[src/rtl/byte_spi_master.sv]
// byte_spi_master
//   Initiator for the 8-bit-parallel SPI link. One 32-bit host request becomes
//   a 4-byte burst: writes serialise req_wdata onto sdo_o, reads gather sdi_i
//   into rsp_rdata. A byte is presented while scl_o is low and the responder
//   acts on the rising edge of scl_o.
//
// Ports
//   clk, rst_n            system clock, asynchronous active-low reset
//   req_valid/req_ready   host handshake (ready only while idle)
//   req_wr                0 = write, 1 = read
//   req_wdata[31:0]       write word
//   rsp_valid             one-cycle pulse at end of every burst
//   rsp_rdata[31:0]       read word (cleared by a write's completion)
//   busy                  high from accept until idle again
//   scl_o, sdo_o[7:0], sdi_i[7:0], wr_o, cs_o (active-high)   link pins
//
// Build option
//   SPI_MSB_FIRST_EN  defined: byte k is word[31-8k:24-8k] (MSB byte first)
//                     undefined: byte k is word[8k+7:8k]   (LSB byte first)
//
// state | meaning
// IDLE  | waiting for a request, req_ready high
// SETUP | cs_o up, byte 0 on the bus, scl_o low
// HIGH  | scl_o high, responder takes the byte
// LOW   | scl_o low, next byte presented
// DONE  | one cycle, rsp_valid pulse, cs_o dropped
// GAP   | cs_o held low before the next burst

module byte_spi_master #(
  parameter int CLK_DIV = 4,
  parameter int NBYTES  = 4
) (
  input  logic        clk,
  input  logic        rst_n,
  input  logic        req_valid,
  output logic        req_ready,
  input  logic        req_wr,
  input  logic [31:0] req_wdata,
  output logic        rsp_valid,
  output logic [31:0] rsp_rdata,
  output logic        busy,
  output logic        scl_o,
  output logic [7:0]  sdo_o,
  input  logic [7:0]  sdi_i,
  output logic        wr_o,
  output logic        cs_o
);

  typedef enum logic [2:0] {
    S_IDLE,
    S_SETUP,
    S_HIGH,
    S_LOW,
    S_DONE,
    S_GAP
  } state_t;

  localparam logic [7:0] DIV_RELOAD = 8'(CLK_DIV - 1);
  localparam logic [1:0] LAST_IDX   = 2'(NBYTES - 1);

  state_t      r_state;
  state_t      w_next;
  logic [7:0]  r_div_cnt;
  logic [1:0]  r_idx;
  logic        r_last;
  logic [31:0] r_wdata;
  logic [31:0] r_rx;

  logic        w_phase_end;
  logic        w_enter_high;
  logic [4:0]  w_lane_cur;
  logic [4:0]  w_lane_next;
  logic [4:0]  w_lane_first;
  logic [7:0]  w_byte_first;
  logic [7:0]  w_byte_next;

  // Bit offset of byte k inside the 32-bit word.
  function automatic logic [4:0] lane_lsb(input logic [1:0] k);
`ifdef SPI_MSB_FIRST_EN
    lane_lsb = {~k, 3'b000};
`else
    lane_lsb = {k, 3'b000};
`endif
  endfunction

  assign w_phase_end  = (r_div_cnt == 8'd0);
  assign w_enter_high = (w_next == S_HIGH) && (r_state != S_HIGH);
  assign w_lane_cur   = lane_lsb(r_idx);
  assign w_lane_next  = lane_lsb(r_idx + 2'd1);
  assign w_lane_first = lane_lsb(2'd0);
  assign w_byte_first = req_wdata[w_lane_first +: 8];
  assign w_byte_next  = r_wdata[w_lane_next +: 8];

  assign req_ready = (r_state == S_IDLE);
  assign busy      = (r_state != S_IDLE);

  always_ff @(posedge clk or negedge rst_n) begin
    if (!rst_n) r_state <= S_IDLE;
    else        r_state <= w_next;
  end

  always_comb begin
    w_next = r_state;
    case (r_state)
      S_IDLE:  if (req_valid)   w_next = S_SETUP;
      S_SETUP: if (w_phase_end) w_next = S_HIGH;
      S_HIGH:  if (w_phase_end) w_next = S_LOW;
      S_LOW:   if (w_phase_end) w_next = r_last ? S_DONE : S_HIGH;
      S_DONE:                   w_next = S_GAP;
      S_GAP:   if (w_phase_end) w_next = S_IDLE;
      default:                  w_next = S_IDLE;
    endcase
  end

  always_ff @(posedge clk or negedge rst_n) begin
    if (!rst_n) begin
      r_div_cnt <= 8'd0;
      r_idx     <= 2'd0;
      r_last    <= 1'b0;
      r_wdata   <= 32'd0;
      r_rx      <= 32'd0;
      rsp_valid <= 1'b0;
      rsp_rdata <= 32'd0;
      scl_o     <= 1'b0;
      sdo_o     <= 8'd0;
      wr_o      <= 1'b0;
      cs_o      <= 1'b0;
    end else begin
      // every phase starts with a fresh CLK_DIV-cycle count
      if (w_next != r_state)     r_div_cnt <= DIV_RELOAD;
      else if (!w_phase_end)     r_div_cnt <= r_div_cnt - 8'd1;

      scl_o     <= (w_next == S_HIGH);
      cs_o      <= (w_next == S_SETUP) || (w_next == S_HIGH) || (w_next == S_LOW);
      rsp_valid <= (w_next == S_DONE);

      if (r_state == S_IDLE && req_valid) begin
        r_wdata <= req_wdata;
        wr_o    <= req_wr;
        sdo_o   <= req_wr ? 8'd0 : w_byte_first;
        r_idx   <= 2'd0;
        r_last  <= 1'b0;
        r_rx    <= 32'd0;
      end

      // leaving HIGH: advance to the next byte, or mark the trailing LOW
      if (r_state == S_HIGH && w_phase_end) begin
        if (r_idx == LAST_IDX) begin
          r_last <= 1'b1;
        end else begin
          r_idx <= r_idx + 2'd1;
          sdo_o <= wr_o ? 8'd0 : w_byte_next;
        end
      end

      // read data is taken in the cycle just before scl_o rises
      if (w_enter_high && wr_o) r_rx[w_lane_cur +: 8] <= sdi_i;

      // rsp_rdata only changes at completion so it stays stable between reads
      if (w_next == S_DONE) rsp_rdata <= wr_o ? r_rx : 32'd0;
    end
  end

endmodule

[config.mk]
export PLATFORM = sky130hd
export DESIGN_NAME = byte_spi_master
export DESIGN_NICKNAME = d
export VERILOG_FILES = /design/src/rtl/byte_spi_master.sv
export SDC_FILE = /design/constraint.sdc
export NUM_CORES = 1
export LEC_CHECK = 0
export ABC_CLOCK_PERIOD_IN_PS = 2530
export BUFFER_PORTS_ARGS = -buffer_cell sky130_fd_sc_hd__buf_2
export CAP_MARGIN = 20
export CORE_ASPECT_RATIO = 1.2
export CORE_MARGIN = 4
export CORE_UTILIZATION = 40
export CTS_CLUSTER_SIZE = 10
export DETAILED_ROUTE_END_ITERATION = 16
export PLACE_DENSITY = 0.67
export SKIP_LAST_GASP = 1
export SYNTH_ARGS = -nofsm -noshare
export SYNTH_HDL_FRONTEND = slang
export SYNTH_SLANG_ARGS = --single-unit
[constraint.sdc]
create_clock -name clk -period 2.53 [get_ports clk]
set_input_delay 0.253 -clock clk [delete_from_list [all_inputs] [get_ports clk]]
set_output_delay 0.253 -clock clk [all_outputs]
set_load 0.1 [all_outputs]
==> flow_summary.toml, run 1 <==
[grt]
track_usage_pct = 17.2
first_global_vias = 4281
antenna_found_initial = 0
grt-ovfl-total = 0
grt_pass1_wl_um = 21100
grt_start_max_net_pins = 59

[timing]
finalMaxSlewViolations = 0
finalHoldViolCount = 0
clock_skew_ps = 6.67
tightest_slew_ps = 898
fmax_ghz = 0.413
slew_headroom_pct = 40.1
period_share_pct = 95.8
fin_crit_ps = 2420
setup_violations = 0

[power_and_ir_drop]
cellLeakagePower_nw = 3.62
ir_worst_vdd_mv = 1.02
intPower_mw = 4.80
power.share.switching_pct = 38.0
p_sw_mw = 2.94
p_seq_share_pct = 36.9
p_comb_share_pct = 32.1
power.share.clock_pct = 30.9
power_density_mw_per_mm2 = 1150

[setup_path]
worstPathArrival_ps = 2740
start_kind = "flip-flop"
crit_fanout = 8
cp-end-kind = "flip-flop"
required_ps = 2850
path_class = "flip-flop to flip-flop"

[drt]
wl_um = 12800
first_pass_iters = 4
drc = 0
post_drt_wl_per_cell_um = 15.3
drtIter0Drc = 203
routed_via_density = 5.08
vias = 4248
drt.antenna.violating_nets = 0

[yosys]
netlist_area_sq_mm = 0.00538
synth_top_cells_by_count = "205 x nand2_1, 122 x dfrtp_1, 42 x nand3_1, 30 x inv_1, 23 x clkbuf_1"
syn-num-nets = 607
synthArstFlopShare_pct = 100
synth_edf_count = 0
synth_cell_types = 42
synth_top_flop_cell = "dfrtp_1"
avgSynthCellArea_sq_um = 9.67
yosys.area.top_type_share_pct = 56.8
yosys-top-cells-area = "dfrtp_1 57%, nand2_1 14%, nand3_1 3.9%"
ys_ff_latch = 122
synth.largest_area_cell = "dfrtp_1"
synth_most_common_cell = "nand2_1"
synthCells = 556
yosysWarnings = 0
ys_seq_area_share_pct = 56.8

[clock_network]
post-cts-setup-buffers = 0
clock_sinks = 122
cts_root_buf = "clkbuf_16"
cts_tree = "done"
htreeDepth = 4
clkTransAtPathRegs_ps = 60
clock_latency_ps = 410
clk_path_buf_depth = 2
cts_made_buffers = 17

[run_status]
status = "complete, no violations"

[floorplan]
dieWidth_um = 114
initial_core_util_pct = 40.8
rows = 46
pin_count = 90
die_h_um = 135
core_area_sq_mm = 0.0132
die_area_sq_mm = 0.0154

[layout]
fin_cells = 837
layout-drive-gt1-share_pct = 24.4
nFillCells = 1243
nNetsFinal = 707
fin_util_pct = 50.9
antenna_cells = 0
multi_input_comb_area_sq_mm = 0.00215
seqCellArea_sq_mm = 0.00305
syn2layout_area_growth_pct = 24.7

[hold_path]
hold_class = "input port to flip-flop"

[placement]
numPortBuffers = 89
globalplace.congestion = 0.891
dp_hpwl_um = 9020
place_inst = 804

[run]
cap_violations = 0
==> power by group through the flow <==
stage | Combinational (mW) | Sequential, mW | Clock, mW
floorplan | 1.44 | 3.29 | 0
global placement | 2.41 | 2.85 | 0
detailed placement | 2.46 | 2.88 | 0
CTS | 2.48 | 2.85 | 2.43
global route | 2.72 | 2.92 | 2.54
finish | 2.49 | 2.86 | 2.39
==> state kept, by name (all words and copies together) (netlist names) <==
name       cells
r_last         1
sdo_o          8
r_wdata       32
rsp_rdata     32
rsp_valid      1
cs_o           1
wr_o           1
r_rx          32
scl_o          1
r_state        3
r_div_cnt      8
r_idx          2
==> metrics by stage <==
| step | total power [mW] | instance area, sq um | setup TNS (ps) | setup WS [ps] | hold slack [ps] |
|---|---|---|---|---|---|
| 6_report | 7.74 | 6710 | 0 | 107 | 28.4 |
| 5_1_grt | 8.17 | 6710 | -1.88 | -1.88 | 20.5 |
| 4_1_cts | 7.76 | 6680 | 0 | 64.5 | 13.3 |
| 3_5_place_dp | 5.34 | 6080 | 0 | 27.6 | 366 |
| 3_3_place_gp | 5.26 | 6080 | 0 | 127 | 356 |
| 2_1_floorplan | 4.73 | 5390 | 0 | 23.3 | -42.6 |
==> repair_timing <==
item	CTS	global route
resized for setup	1	7
endpoints found under the hold margin	54	0
setup endpoints to repair	1	40
hold buffers	1	0
==> placed cells by master, fill, tap and decap left out, types with 2 or more instances in the layout <==
cell and instances:
mux4_2 8, o21ai_1 2, or4_1 2, buf_4 18
nor3_1 5, bufinv_16 2, nand2_1 205, o21ai_0 4
clkbuf_16 17, mux2i_1 16, xnor2_1 2, ha_1 6
xor2_1 4, or3b_2 2, mux2_2 2, nor2b_1 11
dfrtp_1 122, a21oi_1 2, a221o_1 8, o22ai_1 16
clkinv_4 2, buf_2 88, inv_6 5, a41o_2 2
nand4_2 2, nor2_1 14, nand3_1 42, clkinv_2 4
inv_1 30, nand2b_1 2
==> final timing paths <==
kind / cells past startpoint / start / slack (ps) / end
setup / recovery: 8 / r_div_cnt[0]$_DFFE_PN0P_ / 110 / r_rx[10]$_DFF_PN0_
hold / removal: 3 / req_wdata[30] / 30 / r_wdata[30]$_DFFE_PN0P_
setup reg to reg: 8 / r_div_cnt[0]$_DFFE_PN0P_ / 110 / r_rx[10]$_DFF_PN0_
hold reg to reg: 2 / rsp_rdata[10]$_DFFE_PN0P_ / 460 / rsp_rdata[10]$_DFFE_PN0P_
max in group asynchronous: 3 / rst_n / 1300 / r_div_cnt[7]$_DFFE_PN0P_
min in group asynchronous: 2 / rst_n / 460 / rsp_rdata[2]$_DFFE_PN0P_
==> cell families after synthesis <==
logic type / after synthesis / synth area share, %
AOI/OAI and AO/OA: 42 / 6.01
DFF: 122 / 56.8
adders and majority gates: 7 / 1.63
xor gates and xnor gates: 6 / 0.978
and+or+nand+nor: 296 / 23.8
buffers and inverters: 57 / 4.00
muxes: 26 / 6.75
==> critical path, stage by stage (launching register included) <==
cell      delay, ps
dfrtp_1         400
inv_1           120
ha_2            220
or3b_2          540
o221ai_4        240
o41ai_4         110
buf_4           170
a41o_2          330
o22ai_1         190
==> routing by layer <==
metal / track usage, % / share of wire [%] / vias up / routed length (um)
met1: 22.4 / 43 / 2078 / 5560
met5: 0 / 0 / - / 0
met3: 4.21 / 5.1 / 12 / 649
met4: 5.15 / 1.1 / 0 / 141
li1: - / - / 2044 / -
met2: 28.5 / 50 / 114 / 6440
==> area by class of cell <==
type	instances	area share [%]
inverter	31	1.74
multi-input combinational	377	32.1
timing repair buffer	107	8.73
tap	168	3.13
sequential	122	45.5
clock inverter	15	2.39
clock buffer	17	6.34
Power figures use the tool's default switching activity.
==> run 2, diff against run 1 <==
--- a/config.mk
+++ b/config.mk
@@ -9,7 +9,6 @@
 export BUFFER_PORTS_ARGS = -buffer_cell sky130_fd_sc_hd__buf_2
 export CAP_MARGIN = 20
 export CORE_ASPECT_RATIO = 1.2
-export CORE_MARGIN = 4
 export CORE_UTILIZATION = 40
 export CTS_CLUSTER_SIZE = 10
 export DETAILED_ROUTE_END_ITERATION = 16
==> flow_summary.toml, run 2 (synthesis results as in run 1) <==
[run_status]
status = "complete, no violations"

[hold_path]
hold_path_end = "r_wdata[30]$_DFFE_PN0P_"
hp-start = "req_wdata[30]"
holdPathStages = 3
hold_class = "input port to flip-flop"

[timing]
finalMaxSlewViolations = 0
fin_crit_ps = 2420
rsz0062_at_grt = "no"
finalHoldViolCount = 0
period_share_pct = 95.6
fmax_ghz = 0.413
setup_tns_ps = 0
clock_skew_ps = 8.20
tightest_slew_ps = 752
slew_headroom_pct = 49.8
setup_violations = 0

[setup_path]
r2r_start = "r_div_cnt[0]$_DFFE_PN0P_"
start_kind = "flip-flop"
startpoint = "r_div_cnt[0]$_DFFE_PN0P_"
path_class = "flip-flop to flip-flop"
worst_r2r_path_depth = 8
cp-end-kind = "flip-flop"
crit_fanout = 8
rrSetupSlack_ps = 110
worstPathArrival_ps = 2740
r2r_end = "r_rx[9]$_DFF_PN0_"
required_ps = 2850

[grt]
first_global_vias = 4371
grt-ovfl-total = 0
track_usage_pct = 19.7
antenna_found_initial = 0
grt_pass1_wl_um = 21000
grt_start_max_net_pins = 56

[power_and_ir_drop]
ir_worst_vdd_mv = 0.706
power_density_mw_per_mm2 = 1170
cellLeakagePower_nw = 3.63

[clock_network]
clock_sinks = 122
clock_latency_ps = 410
cts_made_buffers = 17
cts_root_buf = "clkbuf_16"
cts_tree = "done"
clk_path_buf_depth = 2
htreeDepth = 4
clkTransAtPathRegs_ps = 60

[layout]
nFillCells = 1213
layout_common_cells = "205 x nand2_1, 122 x dfrtp_1, 88 x buf_2"
multi_input_comb_area_sq_mm = 0.00214
antenna_cells = 0
fin_area_sq_mm = 0.00675
syn2layout_area_growth_pct = 25.5
seqCellArea_sq_mm = 0.00305
final_common_cell = "nand2_1"
nNetsFinal = 706
layout-drive-gt1-share_pct = 23.8
reg.largest.list = "r_rx (32), r_wdata (32), rsp_rdata (32)"
fin_cells = 835

[placement]
globalplace.congestion = 0.877
place_area_sq_mm = 0.00610
place_inst = 803
dp_hpwl_um = 8540
numPortBuffers = 89

[drt]
routed_via_density = 5.13
drtIter0Drc = 216
vias = 4281
drc = 0
first_pass_iters = 4
wl_um = 12500
drt.antenna.violating_nets = 0
post_drt_wl_per_cell_um = 15.0

[run]
cap_violations = 0

[floorplan]
dieWidth_um = 108
core_area_sq_mm = 0.0132
initial_core_util_pct = 40.8
die_h_um = 129
pin_count = 90
rows = 46
die_area_sq_mm = 0.0139
==> run 2: worst max path at each step <==
stage                                    end  slack, ps
after floorplan           sdo_o[0]$_DFF_PN0_         20
after global placement    r_rx[11]$_DFF_PN0_        160
after detailed placement  r_rx[26]$_DFF_PN0_         40
after CTS                  r_rx[9]$_DFF_PN0_         80
after global routing      sdo_o[6]$_DFF_PN0_          2
final                      r_rx[9]$_DFF_PN0_        110
==> run 2: metrics by stage <==
stage               utilization (%)  setup WS [ps]  hold slack, ps  power [mW]
floorplan                         -           23.3           -42.6        4.73
global placement               46.3            164             332        5.25
detailed placement             46.3           39.3             343        5.34
CTS                            51.1           75.5            10.4        7.96
global route                   51.2           1.98            17.0        8.36
finish                         51.2            111            34.6        7.90
==> run 2: per-layer routing <==
metal	wire length [um]	vias to the layer above	track usage, %
li1	-	2034	-
met1	5390	2093	24.9
met4	185	0	7.17
met2	6280	137	32.3
met3	632	17	5.62
met5	0	-	0
==> run 2: area by class of cell <==
cell class | instances | share of cell area [%]
sequential | 122 | 45.3
multi-input combinational | 377 | 31.8
timing repair buffer | 106 | 8.94
clock buffer | 17 | 6.31
tap | 168 | 3.12
clock inverter | 14 | 2.91
inverter | 31 | 1.72
==> run 2: repair_timing <==
action | CTS | global route
setup buffers | 0 | 0
hold endpoints to repair | 50 | 0
gates resized for setup | 1 | 4
setup endpoints to repair | 1 | 27
hold buffers | 1 | 0
==> run 2: power breakdown <==
group	leakage [nW]	switching [mW]	internal, mW
Clock	0.296	0.896	1.65
Combinational	1.72	1.62	0.861
Sequential	1.62	0.409	2.47
Total	3.63	2.92	4.98
==> run 2: worst max-delay path: stages (launching register included) <==
cell and delay, ps:
dfrtp_1 390, inv_1 120, ha_1 190, or3b_2 520
o221ai_2 260, o41ai_4 120, buf_4 170, a41o_1 330
o22ai_1 220
